[src/rtl/sw_btn_in.sv]
// Switch/button input port: synchronizes and debounces 8 switches and 5 buttons,
// latches button presses as sticky events and raises a level interrupt until acknowledged.
module sw_btn_in #(
    parameter int DB_CYCLES = 1000000,
    parameter int CNT_W     = 20
) (
    input  logic       clk,
    input  logic       rst,
    input  logic [7:0] sw,
    input  logic [4:0] btn,
    input  logic [7:0] port_id,
    input  logic       read_strobe,
    output logic [7:0] in_port,
    output logic       interrupt,
    input  logic       interrupt_ack
);

    localparam int              N_IN     = 13;
    localparam logic [CNT_W-1:0] CNT_LAST = CNT_W'(DB_CYCLES - 1);
    localparam logic [7:0]      PORT_SW  = 8'h00;
    localparam logic [7:0]      PORT_BTN = 8'h01;
    localparam logic [7:0]      PORT_EVT = 8'h02;

    typedef enum logic [1:0] {
        ST_IDLE,
        ST_REQ,
        ST_WAIT_CLR
    } irq_state_t;

    // Switches occupy bits 7:0, buttons bits 12:8 of every per-input vector.
    logic [N_IN-1:0] raw_in;
    assign raw_in = {btn, sw};

    logic [N_IN-1:0] sync1_q, sync1_d;
    logic [N_IN-1:0] sync2_q, sync2_d;
    logic [N_IN-1:0] db_q;

    always_comb begin
        sync1_d = raw_in;
        sync2_d = sync1_q;
    end

    always_ff @(posedge clk or posedge rst) begin
        if (rst) begin
            sync1_q <= '0;
            sync2_q <= '0;
        end else begin
            sync1_q <= sync1_d;
            sync2_q <= sync2_d;
        end
    end

    // One counter per input; it only runs while the synchronized level disagrees
    // with the debounced level, so any return to the old level restarts it.
    generate
        for (genvar gi = 0; gi < N_IN; gi++) begin : g_db
            logic [CNT_W-1:0] cnt_q, cnt_d;
            logic             db_bit_q, db_bit_d;

            always_comb begin
                cnt_d    = '0;
                db_bit_d = db_bit_q;
                if (sync2_q[gi] != db_bit_q) begin
                    if (cnt_q == CNT_LAST) begin
                        db_bit_d = sync2_q[gi];
                    end else begin
                        cnt_d = cnt_q + CNT_W'(1);
                    end
                end
            end

            always_ff @(posedge clk or posedge rst) begin
                if (rst) begin
                    cnt_q    <= '0;
                    db_bit_q <= 1'b0;
                end else begin
                    cnt_q    <= cnt_d;
                    db_bit_q <= db_bit_d;
                end
            end

            assign db_q[gi] = db_bit_q;
        end
    endgenerate

    logic [7:0] db_sw;
    logic [4:0] db_btn;
    assign db_sw  = db_q[7:0];
    assign db_btn = db_q[12:8];

    logic [4:0] db_btn_prev_q, db_btn_prev_d;
    logic [4:0] evt_q, evt_d;
    logic [4:0] btn_rise;
    logic [4:0] evt_clr;
    logic [7:0] in_port_q, in_port_d;

    // Clearing uses the value the processor is reading this cycle, so only
    // events it has actually seen are dropped; a simultaneous new rise wins.
    always_comb begin
        db_btn_prev_d = db_btn;
        btn_rise      = db_btn & ~db_btn_prev_q;
        evt_clr       = '0;
        if (read_strobe && (port_id == PORT_EVT)) begin
            evt_clr = in_port_q[4:0];
        end
        evt_d = (evt_q & ~evt_clr) | btn_rise;
    end

    always_comb begin
        in_port_d = 8'h00;
        case (port_id)
            PORT_SW:  in_port_d = db_sw;
            PORT_BTN: in_port_d = {3'b000, db_btn};
            PORT_EVT: in_port_d = {3'b000, evt_q};
            default:  in_port_d = 8'h00;
        endcase
    end

    always_ff @(posedge clk or posedge rst) begin
        if (rst) begin
            db_btn_prev_q <= '0;
            evt_q         <= '0;
            in_port_q     <= 8'h00;
        end else begin
            db_btn_prev_q <= db_btn_prev_d;
            evt_q         <= evt_d;
            in_port_q     <= in_port_d;
        end
    end

    assign in_port = in_port_q;

    irq_state_t state_q, state_d;

    always_ff @(posedge clk or posedge rst) begin
        if (rst) begin
            state_q <= ST_IDLE;
        end else begin
            state_q <= state_d;
        end
    end

    // WAIT_CLR keeps the request low until every pending event has been read out.
    always_comb begin
        state_d = state_q;
        case (state_q)
            ST_IDLE: begin
                if (evt_q != '0) state_d = ST_REQ;
            end
            ST_REQ: begin
                if (interrupt_ack) state_d = ST_WAIT_CLR;
            end
            ST_WAIT_CLR: begin
                if (evt_q == '0) state_d = ST_IDLE;
            end
            default: state_d = ST_IDLE;
        endcase
    end

    assign interrupt = (state_q == ST_REQ);

endmodule

[config.mk]
export PLATFORM = sky130hd
export DESIGN_NAME = sw_btn_in
export DESIGN_NICKNAME = d
export VERILOG_FILES = /design/src/rtl/sw_btn_in.sv
export SDC_FILE = /design/constraint.sdc
export NUM_CORES = 1
export LEC_CHECK = 0
export BUFFER_PORTS_ARGS = -buffer_cell sky130_fd_sc_hd__buf_2
export CAP_MARGIN = 20
export CELL_PAD_IN_SITES_DETAIL_PLACEMENT = 2
export CELL_PAD_IN_SITES_GLOBAL_PLACEMENT = 2
export CORE_MARGIN = 8
export CORE_UTILIZATION = 40
export CTS_CLUSTER_DIAMETER = 50
export DETAILED_ROUTE_END_ITERATION = 6
export PLACE_DENSITY = 0.85
export SETUP_SLACK_MARGIN = 0.02
export SLEW_MARGIN = 20
export SYNTH_ARGS = -nofsm -noshare
export SYNTH_HDL_FRONTEND = slang
export SYNTH_SLANG_ARGS = --single-unit
[constraint.sdc]
create_clock -name clk -period 18.7 [get_ports clk]
set_input_delay 0.935 -clock clk [delete_from_list [all_inputs] [get_ports clk]]
set_output_delay 0.935 -clock clk [all_outputs]
set_load 0.02 [all_outputs]
==> flow_summary.json, run 1 <==
{
  "status": "finished, final reports clean",
  "wl_um": 43300,
  "crit_fanout": 134,
  "dp_cells": 1977,
  "grt.met2_usage_pct": 35.8,
  "holdCritPathClass": "reg -> reg",
  "relSlewSlack_pct": 28.5,
  "grt_pass1_vias": 13643,
  "ios": 34,
  "cts_buffer_depth": 3,
  "period_minus_slack_ps": 2720,
  "clk_latency_ps": 570,
  "cts-root-buf": "clkbuf_16",
  "hold_buffers": 0,
  "required_ps": 19340,
  "drt-initial-drc-count": 440,
  "die_w_um": 210,
  "drive_gt1_share_pct": 10.4,
  "cp-end-kind": "asynchronous set/reset pin",
  "fin_skew_ps": 24.4,
  "final_nets": 1586,
  "synth_area_leaders": "dfrtp_1 (53%), xnor2_1 (7.0%), nor2_1 (5.7%), xor2_1 (4.0%), nand3_1 (3.2%)",
  "vias_per_cell": 5.76,
  "slew_violations": 0,
  "cts_tree": "built",
  "yosys.area.top_type": "dfrtp_1",
  "ys_seq_area_share_pct": 53.1,
  "finalSetupViolCount": 0,
  "dieArea_sq_mm": 0.0441,
  "met3_usage_pct": 3.33,
  "grt.busiest_layer": "met2",
  "syn2layout_area_growth_pct": 14.6,
  "start_util_pct": 40.3,
  "ys_ff_latch": 319,
  "place_congestion": 0.733,
  "cts_resized": 0,
  "netlist_instances": 1494,
  "num_rows": 71,
  "max-cap-violations": 0,
  "synth_edf_count": 0,
  "syn-cell-area_sq_mm": 0.0150,
  "power_mw": 1.62,
  "ant_nets": 0,
  "yosys_warnings": 0,
  "syn_nets": 1532,
  "rsz0062_at_grt": "no",
  "vdd_ir_drop_max_uv": 75.1,
  "cp_data_arrival_time_ps": 3360,
  "whs_ps": 353,
  "clk_pin_slew_ps": 60,
  "antenna_found_initial": 2,
  "htreeDepth": 2,
  "post-synth-top-count-cell": "dfrtp_1",
  "fmax_mhz": 368,
  "hold_violations": 0,
  "synth_top_area_share_pct": 53.1,
  "final.setup.tns_ps": 0,
  "dp_slack_ps": 15290,
  "fp.dieH_um": 210,
  "synth_cell_type_count": 45,
  "fin_ws_ps": 15980,
  "fin_crit_sh_pct": 14.5,
  "clock-sinks": 319,
  "core_area_sq_mm": 0.0373,
  "drc_errors": 0,
  "hpwlAfterDp_um": 26700,
  "syn_area_per_cell_sq_um": 10.1,
  "use_met1_pct": 23.8,
  "gr-total-overflow": 0,
  "crit_type": "in -> async",
  "fin_cells": 2054,
  "postCtsSetupBuffers": 0,
  "p_leak_nw": 6.87,
  "synthFlopType": "dfrtp_1",
  "grt_pass1_wl_um": 72300,
  "drt-pass1-iter-count": 4,
  "powerDensity_mw_per_mm2": 93.8,
  "avgRoutedWirePerCell_um": 21.1,
  "io_buffers": 33,
  "grt_start_max_net_pins": 135,
  "cts_buffers": 43,
  "async_flop_share_pct": 100,
  "critPathLaunchType": "primary input",
  "yosys-top-cells-count": "dfrtp_1 (319), nor2_1 (229), xnor2_1 (120)",
  "vias": 11821,
  "worst_pin_slew_ps": 1060,
  "grt_usage_pct": 19.9
}
[power by group]
group / internal (mW) / switching [mW]
clock: 0.509 / 0.338
sequential: 0.702 / 0.0129
combinational: 0.0151 / 0.0389
total: 1.23 / 0.390
[final timing paths]
| kind | endpoint | slack [ps] | startpoint | depth (start not counted) |
|---|---|---|---|---|
| worst max register to register | g_db[3].cnt_q[4] | 16080 | g_db[3].cnt_q[0] | 6 |
| worst max-delay path | g_db[7].cnt_q[15] | 15980 | rst | 4 |
| min in group asynchronous | sync1_q[2] | 570 | rst | 2 |
| worst min register to register | sync2_q[9] | 350 | sync1_q[9] | 0 |
| max in group clk | g_db[3].cnt_q[4] | 16080 | g_db[3].cnt_q[0] | 6 |
| worst min-delay path | sync2_q[9] | 350 | sync1_q[9] | 0 |
[through the flow]
step	utilization [%]	instance area (sq um)
3_3_place_gp	42.3	15800
3_5_place_dp	42.3	15800
5_1_grt	46.2	17200
2_1_floorplan	-	15000
4_1_cts	46.2	17200
6_report	46.2	17200
[worst max-delay path, stage by stage]
cell	delay, ps
buf_2	130
inv_8	620
buf_4	870
buf_4	650
[per-layer routing]
| layer | part of all wire, % | wire length (um) |
|---|---|---|
| met1 | 42 | 18200 |
| met2 | 52 | 22700 |
| met3 | 2.7 | 1180 |
| met4 | 2.7 | 1160 |
| met5 | 0.028 | 12 |
[state kept, by name, indices dropped and copies added, names as in the netlist]
register       cells
g_db.cnt_q       260
g_db.db_bit_q     13
sync1_q           13
sync2_q           13
in_port            8
db_btn_prev_q      5
evt_q              5
state_q            2
[cell type report]
cell class / count / area, sq um
clock buffers: 51 / 1170
fillers: 3854 / 20100
well taps: 474 / 593
diodes: 1 / 2.50
inverters: 60 / 233
repair buffers: 43 / 240
clock inverters: 25 / 292
flip-flops and latches: 319 / 7980
multi-input cells: 1081 / 6720
[layout by cell type, fill, tap and decap left out, types with 5 or more instances in the layout]
master	n
xnor2_1	120
nor3_1	53
xor2_1	69
o21ai_0	45
nor4b_1	8
mux2_2	13
nor2_1	229
inv_6	6
o31ai_1	16
buf_2	33
nand3_1	96
nand2_1	68
or3_1	32
or4b_1	5
buf_4	10
ha_1	13
a21oi_1	60
clkbuf_16	44
nand4_1	63
or2_2	5
clkinv_2	7
o31ai_2	5
or4_1	33
and2_1	8
and4_1	8
nand4b_1	6
inv_1	59
o31ai_4	5
nor4_1	53
and3_1	22
mux2i_1	9
dfrtp_1	319
[kinds of logic (layout without fill, tap and decap cells)]
group,Yosys count,count (layout),synth area share (%)
other,0,1,0
adders and majority gates,13,13,1.08
AOI/OAI and AO/OA,140,140,5.81
DFF,319,319,53.1
muxes,22,22,1.57
buffers and inverters,94,179,2.51
xor gates and xnor gates,189,189,11.0
and+or+nand+nor,717,717,24.9
Note: power is estimated with default switching activity, not from simulation.
==> run 2: changes to the inputs <==
==> constraint.sdc (replaced) <==
create_clock -name clk -period 2.6 [get_ports clk]
set_input_delay 0.13 -clock clk [delete_from_list [all_inputs] [get_ports clk]]
set_output_delay 0.13 -clock clk [all_outputs]
set_load 0.02 [all_outputs]
==> run 2 against run 1 <==
Compared with the run above:
- via count is 2.9% higher
- sequential power grew to 7.2 times the previous value
- sequential share of layout area is 1.1 points lower
- power grew to 7.3 times the previous value
- utilization is 1.1 points higher
- clock skew is 3.5 ps lower
- largest power group unchanged
- highest routed layer is now met4
==> flow_summary.json, run 2 (synthesis gave the netlist of run 1 again) <==
{
  "die_w_um": 210,
  "n_fill_cell": 3806,
  "clock-sinks": 319,
  "status": "finished, final reports clean",
  "finalSetupViolCount": 0,
  "hpwlAfterDp_um": 27500,
  "fmax_mhz": 423,
  "required_ps": 3020,
  "start_util_pct": 40.3,
  "grt_pass1_wl_um": 79300,
  "cts-root-buf": "clkbuf_16",
  "p_leak_nw": 7.06,
  "cp_data_arrival_time_ps": 2780,
  "ios": 34,
  "cts_buffers": 42,
  "cts_tree": "built",
  "postCtsSetupBuffers": 0,
  "clk_pin_slew_ps": 60,
  "fp.dieH_um": 210,
  "whs_ps": 53.4,
  "regMostFlops": "g_db.cnt_q",
  "drc_errors": 0,
  "gr-total-overflow": 0,
  "core_area_sq_mm": 0.0373,
  "clk_latency_ps": 560,
  "cts_buffer_depth": 3,
  "drt-initial-drc-count": 588,
  "fin_skew_ps": 20.8,
  "fin_ws_ps": 239,
  "worst_pin_slew_ps": 890,
  "vias_per_cell": 5.80,
  "place_congestion": 0.773,
  "critPathLaunchType": "flop",
  "ant_nets": 0,
  "drive_gt1_share_pct": 11.5,
  "powerDensity_mw_per_mm2": 669,
  "grt_usage_pct": 22.3,
  "holdCritPathClass": "in -> reg",
  "layout_commonest_cell": "dfrtp_1",
  "fin_crit_sh_pct": 90.8,
  "vias": 12163,
  "dp_slack_ps": 378,
  "num_rows": 71,
  "htreeDepth": 2,
  "rsz0062_at_grt": "no",
  "crit_fanout": 5,
  "wl_um": 48700,
  "avgRoutedWirePerCell_um": 23.2,
  "drt-pass1-iter-count": 5,
  "io_buffers": 33,
  "largest_register_ffs": 260,
  "grt_start_max_net_pins": 78,
  "final_cell_mix": "dfrtp_1 (319), nor2_1 (229), xnor2_1 (120), nand3_1 (96), xor2_1 (69)",
  "relSlewSlack_pct": 40.5,
  "antenna_found_initial": 2,
  "slew_violations": 0,
  "period_minus_slack_ps": 2360,
  "grt_pass1_vias": 14153,
  "cp-end-kind": "flop",
  "syn2layout_area_growth_pct": 17.3,
  "max-cap-violations": 0,
  "final_nets": 1624,
  "hold_violations": 0,
  "dieArea_sq_mm": 0.0441,
  "crit_type": "reg -> reg",
  "vdd_ir_drop_max_uv": 544
}
## run 2: final timing paths
check | to | depth (start not counted) | slack [ps] | start
min in group asynchronous | g_db[10].cnt_q[3] | 3 | 300 | rst
worst min register to register | sync2_q[5] | 0 | 350 | sync1_q[5]
worst min-delay path | in_port[4] | 4 | 50 | port_id[0]
max in group asynchronous | g_db[7].db_bit_q | 4 | 1400 | rst
worst max register to register | g_db[8].cnt_q[18] | 5 | 240 | g_db[8].cnt_q[0]
worst max-delay path | g_db[8].cnt_q[18] | 5 | 240 | g_db[8].cnt_q[0]
## run 2: timing repair
action	4_1_cts	5_1_grt
hold endpoints to repair	41	0
hold buffers	16	0
resized for setup	0	0
endpoints found under the setup margin	0	0
## run 2: routing by layer
metal / share of wire, % / GRT usage [%] / up-vias
met5: 0 / 0 / -
met4: 3.5 / 9.70 / 0
met3: 3.0 / 3.61 / 114
met2: 53 / 40.4 / 222
met1: 41 / 25.6 / 6348
li1: - / - / 5479
## run 2: cell type report
| type | count | area [sq um] | share of cell area [%] |
|---|---|---|---|
| Sequential cell | 319 | 7980 | 45.2 |
| Multi-Input combinational cell | 1081 | 6720 | 38.1 |
| Clock buffer | 60 | 1260 | 7.15 |
| Timing Repair Buffer | 82 | 636 | 3.60 |
| Tap cell | 474 | 593 | 3.36 |
| Inverter | 60 | 229 | 1.30 |
| Clock inverter | 18 | 220 | 1.25 |
| Antenna cell | 2 | 5.00 | 0.0284 |
## run 2: worst max-delay path, stage by stage, from the launching register on
cell and delay (ps):
dfrtp_1 410, ha_1 240, nand3_1 240, nor4_1 720
mux2i_1 190, nor4b_1 420
## run 2: power by group
| group | switching, mW | internal [mW] | leakage [nW] | total, mW |
|---|---|---|---|---|
| clock network | 2.39 | 3.80 | 0.722 | 6.19 |
| registers | 0.0988 | 5.05 | 4.33 | 5.15 |
| logic | 0.312 | 0.151 | 2.00 | 0.464 |
| total | 2.80 | 9.00 | 7.06 | 11.8 |
## run 2: stage by stage
stage | utilization, % | instance area (sq um) | TNS, ps | power [mW] | cells
floorplan | - | 15000 | -568720 | 5.47 | 1494
global placement | 42.9 | 16000 | 0 | 5.62 | 2000
detailed placement | 42.9 | 16000 | 0 | 5.66 | 2000
CTS | 47.3 | 17600 | 0 | 11.9 | 2094
global route | 47.3 | 17600 | 0 | 12.2 | 2095
finish | 47.3 | 17600 | 0 | 11.8 | 2096
==> run 3: changes to the inputs <==
--- a/config.mk
+++ b/config.mk
@@ -9,7 +9,6 @@
 export CAP_MARGIN = 20
 export CELL_PAD_IN_SITES_DETAIL_PLACEMENT = 2
 export CELL_PAD_IN_SITES_GLOBAL_PLACEMENT = 2
-export CORE_MARGIN = 8
 export CORE_UTILIZATION = 40
 export CTS_CLUSTER_DIAMETER = 50
 export DETAILED_ROUTE_END_ITERATION = 6
==> run 3 against run 2 <==
Compared with the run above:
- final area down 0.76%
- clock skew rose by 5.4 ps
- routed wire length shrank 2.6%
- global-route usage rose by 3.2 points
- maximum frequency fell by 1.8%
- utilization up 0.31 points
- cell count fell by 0.57%
- setup slack got worse by 44 ps
- sequential share of layout area grew 0.35 points
- register-to-register slack got worse by 40 ps
==> flow_summary.json, run 3 (synthesis gave the netlist of run 1 again) <==
{
  "n_antenna_cell": 0,
  "crit_start": "g_db[11].cnt_q[4]",
  "cts_tree": "built",
  "rsz0062_at_grt": "no",
  "drive_gt1_share_pct": 11.6,
  "wl_um": 47400,
  "start_util_pct": 40.9,
  "timing.rr.start": "g_db[11].cnt_q[4]",
  "syn2layout_area_growth_pct": 16.4,
  "num_rows": 70,
  "regMostFlops": "g_db.cnt_q",
  "hold_depth": 4,
  "grt_pass1_wl_um": 78200,
  "crit_fanout": 9,
  "worst_pin_slew_ps": 791,
  "period_minus_slack_ps": 2410,
  "vdd_ir_drop_max_uv": 516,
  "cts-root-buf": "clkbuf_16",
  "dieArea_sq_mm": 0.0384,
  "postLayoutCoreUtil_pct": 47.6,
  "vias": 12130,
  "cp-end-kind": "flop",
  "grt_pass1_vias": 13966,
  "drt-pass1-iter-count": 4,
  "slew_violations": 0,
  "power_mw": 11.6,
  "fin_crit_sh_pct": 92.5,
  "drc_errors": 0,
  "cp_data_arrival_time_ps": 2840,
  "status": "finished, final reports clean",
  "crit_type": "reg -> reg",
  "critPathLaunchType": "flop",
  "cts_resized": 0,
  "final_nets": 1625,
  "final_cell_mix": "dfrtp_1 (319), nor2_1 (229), xnor2_1 (120), nand3_1 (96), xor2_1 (69)",
  "clk_latency_ps": 560,
  "gr-total-overflow": 0,
  "largest_register_ffs": 260,
  "avgRoutedWirePerCell_um": 22.8,
  "place_congestion": 0.777,
  "ant_nets": 0,
  "io_buffers": 33,
  "cts_buffers": 43,
  "grt_usage_pct": 25.5,
  "antenna_found_initial": 0,
  "clock-sinks": 319,
  "whs_ps": 22.9,
  "worstHoldStart": "read_strobe",
  "htreeDepth": 2,
  "clk_pin_slew_ps": 60,
  "worstRegToRegCells": 4,
  "fin_skew_ps": 26.2,
  "grt_start_max_net_pins": 82,
  "max-cap-violations": 0,
  "die_w_um": 196,
  "hold_violations": 0,
  "drt-initial-drc-count": 448,
  "powerDensity_mw_per_mm2": 660,
  "holdCritPathClass": "in -> reg",
  "layout_commonest_cell": "dfrtp_1",
  "fp.dieH_um": 196,
  "relSlewSlack_pct": 46.8,
  "ios": 34,
  "required_ps": 3040,
  "p_leak_nw": 7.01,
  "cts_buffer_depth": 3,
  "hpwlAfterDp_um": 27600,
  "finalSetupViolCount": 0,
  "vias_per_cell": 5.82,
  "core_area_sq_mm": 0.0368,
  "fmax_mhz": 416
}
run 3: changes by cell type in the layout (fill, tap and decap cells not counted), sizes merged:
cell | previous run | this run
buf | 66 | 67
clkbuf | 60 | 53
clkinv | 9 | 11
inv | 61 | 63
dlygate4sd3 | 16 | 15
diode | 2 | 0
bufinv | 4 | 3
run 3: power breakdown:
part           leakage, nW  total [mW]  switching (mW)  internal (mW)
Combinational         1.99       0.456           0.312          0.144
Sequential            4.33        5.15          0.0989           5.05
Clock                0.689        5.95            2.41           3.54
Total                 7.01        11.6            2.82           8.74
run 3: layout make-up:
class                           instances  area [sq um]
Fill cell                            3785         19300
Tap cell                              468           586
Inverter                               60           229
Multi-Input combinational cell       1081          6720
Clock buffer                           53          1180
Sequential cell                       319          7980
Clock inverter                         21           218
Timing Repair Buffer                   82           596
run 3: metrics by stage:
stage	worst slack [ps]	TNS (ps)	cells	instance area, sq um
after floorplan	-1780	-568720	1494	15000
after global placement	440	0	1995	16000
after detailed placement	335	0	1995	16000
after CTS	222	0	2084	17500
after global routing	83.4	0	2084	17500
final	194	0	2084	17500
run 3: path summary, 6_finish.rpt:
| check | slack [ps] | end |
|---|---|---|
| worst min-delay path | 20 | evt_q[2] |
| max in group asynchronous | 1610 | g_db[8].cnt_q[11] |
| min in group asynchronous | 140 | evt_q[1] |
| worst max register to register | 190 | g_db[11].cnt_q[18] |
| worst min register to register | 350 | sync2_q[12] |
| worst max-delay path | 190 | g_db[11].cnt_q[18] |
run 3: routing by layer:
| layer | global-route usage (%) | share of wire (%) | vias up |
|---|---|---|---|
| li1 | - | - | 5473 |
| met1 | 29.5 | 41 | 6329 |
| met2 | 46.7 | 52 | 203 |
| met3 | 4.62 | 3.2 | 125 |
| met4 | 9.38 | 3.3 | 0 |
| met5 | 0 | 0 | - |
run 3: worst max-delay path, cell delays in order, from the launching register on:
cell     delay, ps
dfrtp_1        480
nand4_1        410
nor4_1         730
mux2i_1        240
nor4b_1        410
run 3: repair_timing:
action                                 in CTS  in global routing
hold buffers                               15                  0
buffers inserted                            0                  0
endpoints found under the hold margin      89                  0
